<file path="src/rtl/mips_shift_pkg.sv">
// mips_shift_pkg: shared op and state encodings for the sequential shifter.
package mips_shift_pkg;
    typedef enum logic [1:0] {
        OP_SRL  = 2'b00,
        OP_SRA  = 2'b01,
        OP_ROTR = 2'b10,
        OP_SLL  = 2'b11
    } op_e;
    typedef enum logic [1:0] {
        ST_IDLE  = 2'b00,
        ST_SHIFT = 2'b01,
        ST_DONE  = 2'b10
    } state_e;
endpackage

</file>
<file path="src/rtl/shift_right_seq.sv">
// shift_right_seq: one-bit-per-cycle shifter (SRL/SRA/ROTR/SLL) with a done pulse.
module shift_right_seq
    import mips_shift_pkg::*;
#(
    parameter int DATA_W = 32
) (
    input  logic              clk,
    input  logic              rst_n,
    input  logic              start,
    input  logic [1:0]        op,
    input  logic [DATA_W-1:0] data_in,
    input  logic [4:0]        shamt,
    output logic              busy,
    output logic              done,
    output logic [DATA_W-1:0] result
);
    state_e              state_q, state_d;
    op_e                 op_q, op_d;
    logic [DATA_W-1:0]   work_q, work_d, result_q, result_d, step;
    logic [4:0]          cnt_q, cnt_d;
    logic                fill;

    always_ff @(posedge clk) begin
        if (!rst_n) begin
            state_q  <= ST_IDLE;
            op_q     <= OP_SRL;
            work_q   <= '0;
            cnt_q    <= '0;
            result_q <= '0;
        end else begin
            state_q  <= state_d;
            op_q     <= op_d;
            work_q   <= work_d;
            cnt_q    <= cnt_d;
            result_q <= result_d;
        end
    end

    always_comb begin
        state_d = state_q;
        unique case (state_q)
            ST_IDLE:  state_d = start ? (shamt == 5'd0 ? ST_DONE : ST_SHIFT) : ST_IDLE;
            ST_SHIFT: state_d = cnt_q == 5'd1 ? ST_DONE : ST_SHIFT;
            default:  state_d = ST_IDLE;
        endcase
    end

    // SRA keeps bit 31 in place every step, so work_q[MSB] is always the original sign.
    always_comb begin
        fill = op_q == OP_SRA ? work_q[DATA_W-1] : (op_q == OP_ROTR ? work_q[0] : 1'b0);
        step = op_q == OP_SLL ? {work_q[DATA_W-2:0], 1'b0} : {fill, work_q[DATA_W-1:1]};
    end

    always_comb begin
        op_d     = op_q;
        work_d   = work_q;
        cnt_d    = cnt_q;
        result_d = result_q;
        if (state_q == ST_IDLE && start) begin
            op_d   = op_e'(op);
            work_d = data_in;
            cnt_d  = shamt;
        end
        if (state_q == ST_SHIFT) begin
            work_d = step;
            cnt_d  = cnt_q - 5'd1;
        end
        if (state_d == ST_DONE && state_q != ST_DONE)
            result_d = state_q == ST_SHIFT ? step : data_in;
    end

    always_comb begin
        busy   = state_q != ST_IDLE;
        done   = state_q == ST_DONE;
        result = result_q;
    end
endmodule

</file>
<file path="config.mk">
export PLATFORM = sky130hd
export DESIGN_NAME = shift_right_seq
export DESIGN_NICKNAME = d
export VERILOG_FILES = /design/src/rtl/mips_shift_pkg.sv /design/src/rtl/shift_right_seq.sv
export SDC_FILE = /design/constraint.sdc
export NUM_CORES = 1
export LEC_CHECK = 0
export ABC_CLOCK_PERIOD_IN_PS = 1600
export CAP_MARGIN = 0
export CELL_PAD_IN_SITES_DETAIL_PLACEMENT = 1
export CELL_PAD_IN_SITES_GLOBAL_PLACEMENT = 2
export CORE_UTILIZATION = 31
export CTS_CLUSTER_SIZE = 16
export DETAILED_ROUTE_END_ITERATION = 10
export PLACE_DENSITY = 0.89
export REMOVE_ABC_BUFFERS = 1
export SYNTH_ARGS = -nofsm -noshare
export SYNTH_HDL_FRONTEND = slang
export SYNTH_SLANG_ARGS = --single-unit
</file>
<file path="constraint.sdc">
create_clock -name clk -period 1.6 [get_ports clk]
set_input_delay 0.16 -clock clk [delete_from_list [all_inputs] [get_ports clk]]
set_output_delay 0.16 -clock clk [all_outputs]
set_load 0.01 [all_outputs]
</file>
==> parameters.txt <==
Parameter                              Value

Run status
  Outcome    finished clean

Timing
  Number of pins exceeding their max-slew limit in the final report    0
  Worst setup skew after layout    7.45 ps
  RSZ-0062 raised after global routing    true
  Accumulated negative setup slack    0 ps
  Number of failing setup endpoints in the final timing report    0
  Clock period minus worst slack    about 1600 ps
  Slew margin rel.    0.752
  Number of endpoints with negative hold slack in the final report    0
  Portion of the clock cycle consumed by the worst path in the final layout    0.987
  Maximum achievable frequency    around 630 MHz
  Transition time at the pin with the least slew margin    between 300 and 400 ps

Yosys
  Post-synthesis instance area    3870 um^2
  #FFs+latches synth    73
  Fraction of synthesized cell area in xor and xnor cells    0.00226
  Compound-Gate Fraction of Synth Area    0.226
  Dominant combinational cell family by area after synthesis    compound AO/OA/AOI/OAI gates
  Distinct cell type count of the synthesized netlist    42
  Cell accounting for the most synthesized area    dfxtp_1
  Instance count of the mapped netlist    421
  Post-Synthesis Mean Instance Area    slightly above 9 um^2
  Share of cell area taken by muxes after synthesis    0.166
  Synth top area share    0.378
  Sequential area share after synthesis    0.378
  Ys Warns    0
  Area fraction in and, or, nand and nor cells after synthesis    0.146
  Post-Synth Adder-Cell Area    0.00646
  Leading post-synthesis cells by cell area    dfxtp_1, mux2i_1, a211o_1

Pwr
  Total power of the final layout    approximately 5.3 mW
  Clock network fraction of design power    0.404
  Internal    3.86 mW
  Power density of the placed cells    approximately 1000 nW/um^2
  Sequential cell fraction of total power    0.394
  Maximum VDD drop    around 0.6 mV
  Reported net switching power    1.41 mW
  Proportion of power drawn by combinational gates    0.202
  LEAKAGE    ~2.4 nW
  Share of total power consumed by net switching    0.267

Drt
  Ratio of routed vias to standard cells    between 4 and 5
  Number of DRC violations after detailed routing    0
  Final routed wire length divided by cell count    about 15 um
  Routed WL    10200 um
  First-pass DRT Iterations    4
  Residual antenna-violating net count after detailed routing    0
  Via count    approximately 3.3k
  DRC violation total after the first TritonRoute iteration    126

Global routing
  Global-route usage over all layers    0.165
  Via count of the first global-routing pass    3416
  Total overflow reported by the global router    0
  Initial antenna violation count    0
  First-pass GRT wire length    about 17000 um
  Largest net degree at the start of global routing    between 50 and 60

Floorplan
  Number of top-level pins    76
  Effective utilization at floorplan    0.320
  Number of rows created at floorplan    40
  Chip width    114 um
  Die height    about 110 um
  Core region area    between 10000 and 15000 um^2
  Total die area    12900 um^2

Clock tree
  CTS tree    done
  Num CTS Buffers    9
  Clock network latency to the later pin of the worst-skew pair    340 ps
  Bufs on Longest Clock Path    2
  Library cell used as clock root buffer    clkbuf_16
  CTS hold repair buffers    0
  Post-CTS clock slew at the launch and capture registers of the worst setup and hold paths    60 ps
  Number of sinks on the clock net    73
  CTS H-tree depth    3

Final layout
  Sequential cell area    1470 um^2
  Area growth from synthesis to layout    34.4%
  Fin nets    536
  Fill cell instance count of the final layout    approximately 1.4k
  Final Instance Area    ~5200 um^2
  Final standard cell count with taps included and fillers excluded    around 660
  Share of layout cells above drive strength 1    0.113
  Area of the multi-input gates    between 2000 and 2500 um^2
  N_diodes    0

Placed design
  Placed wire-length estimate    approximately 7000 um
  Cell area after placement    between 4000 and 5000 um^2
  DP Cell Count    approximately 650
  Input/output buffers    between 70 and 80
  RD Place Congestion    roughly 0.73

Critical path
  Worst endpoint data arrival time    roughly 1900 ps
  Crit path max fanout    4
  Worst setup SP type    flip-flop
  Category of the most critical setup path    flip-flop to flip-flop
  Category of the worst setup path capture point    flip-flop
  Data required time of the worst path    1870 ps

Job
  Max-cap violation count    0

Min path
  Path class of the lowest-slack min-delay path    primary input to flip-flop
-- per-layer routing --
metal  vias up  track usage  wire (um)
met5         -            0          0
met4         0       0.0474        114
met3         9       0.0425        370
met2        58        0.276       4780
met1      1565        0.208       4950
li1       1637            -          -
-- cell usage after synthesis --
cell / number
nand2_1: 71
nand2b_1: 3
a211o_1: 60
and3b_1: 1
a21oi_1: 3
a21boi_1: 29
nor3b_1: 1
a222oi_1: 1
dfxtp_1: 73
nand3b_1: 1
a21boi_0: 1
o311a_1: 1
o21ai_0: 3
a21o_1: 1
o21a_1: 1
or3b_2: 1
inv_1: 6
ha_1: 2
nor2_1: 35
mux2i_1: 62
a211oi_1: 1
xor2_1: 1
buf_12: 3
and2_1: 3
nor2b_1: 4
nor3_1: 2
buf_4: 9
o21bai_1: 1
or2_2: 1
clkbuf_1: 16
buf_2: 3
mux2_1: 1
nor4b_2: 1
mux2_2: 1
o31ai_1: 2
nand3_1: 1
nand4_1: 1
a31oi_1: 2
nor3b_2: 1
and3_1: 3
o211ai_1: 2
buf_6: 6
-- worst max-delay path, stage by stage (launching register included) --
cell,delay [ps]
dfxtp_2,340
inv_2,60
ha_2,190
or3b_2,450
a211o_1,330
a21oi_2,150
-- final cells by class --
type | instances | area share
clock inverter | 6 | 0.0161
sequential | 73 | 0.282
tap | 168 | 0.0404
timing repair buffer | 97 | 0.198
multi-input combinational | 305 | 0.416
clock buffer | 9 | 0.0433
inverter | 6 | 0.00433
-- cell families (layout without fill, tap and decap cells) --
kind of cell / Yosys count / after routing
adder cells (fa/ha/maj): 2 / 2
AO/OA/AOI/OAI: 108 / 108
flip-flops: 73 / 73
AND/OR/NAND/NOR: 130 / 130
buffers and inverters: 43 / 118
XOR/XNOR: 1 / 1
multiplexers: 64 / 64
-- cell usage in the layout (no fill, tap or decap), drive strengths merged, types with 2 or more instances in the layout --
| cell | count |
|---|---|
| a211o | 60 |
| a21boi | 30 |
| a21oi | 3 |
| a31oi | 2 |
| and2 | 3 |
| and3 | 3 |
| buf | 23 |
| bufinv | 2 |
| clkbuf | 9 |
| clkdlybuf4s50 | 72 |
| clkinv | 4 |
| dfxtp | 73 |
| dlygate4sd2 | 2 |
| ha | 2 |
| inv | 6 |
| mux2 | 2 |
| mux2i | 62 |
| nand2 | 71 |
| nand2b | 3 |
| nor2 | 35 |
| nor2b | 4 |
| nor3 | 2 |
| nor3b | 2 |
| o211ai | 2 |
| o21ai | 3 |
| o31ai | 2 |
-- power by group through the flow --
stage	Sequential, mW	Clock [mW]	Combinational [mW]
floorplan	2.08	0	0.615
global placement	2.10	0	1.01
detailed placement	2.10	0	1.04
CTS	2.07	2.19	1.05
global route	2.09	2.25	1.17
finish	2.07	2.13	1.06
-- state kept, by name (all words and copies together) (netlist names) --
name	count
cnt_q	5
op_q	2
result	32
state_q	2
work_q	32
-- final timing paths --
kind / cells past startpoint / to / slack, ps / from
setup reg to reg: 5 / cnt_q[4] / 20 / cnt_q[0]
setup / recovery: 5 / cnt_q[4] / 20 / cnt_q[0]
hold reg to reg: 2 / result[7] / 460 / result[7]
hold / removal: 3 / cnt_q[0] / 310 / rst_n
-- timing repair --
action / CTS / global route
gates resized for setup: 4 / 11
pin swaps: 0 / 2
setup buffers: 0 / 1
setup endpoints to repair: 3 / 38
cloned: 0 / 0
-- per-stage QoR --
stage	hold slack, ps	utilization	setup slack [ps]
after floorplan	277	-	-2740
after global placement	449	0.399	-108
after detailed placement	460	0.399	-132
after CTS	298	0.425	18.5
after global routing	305	0.430	-40.4
final	307	0.430	20.9
No activity file was read; power rests on OpenSTA's default activity.
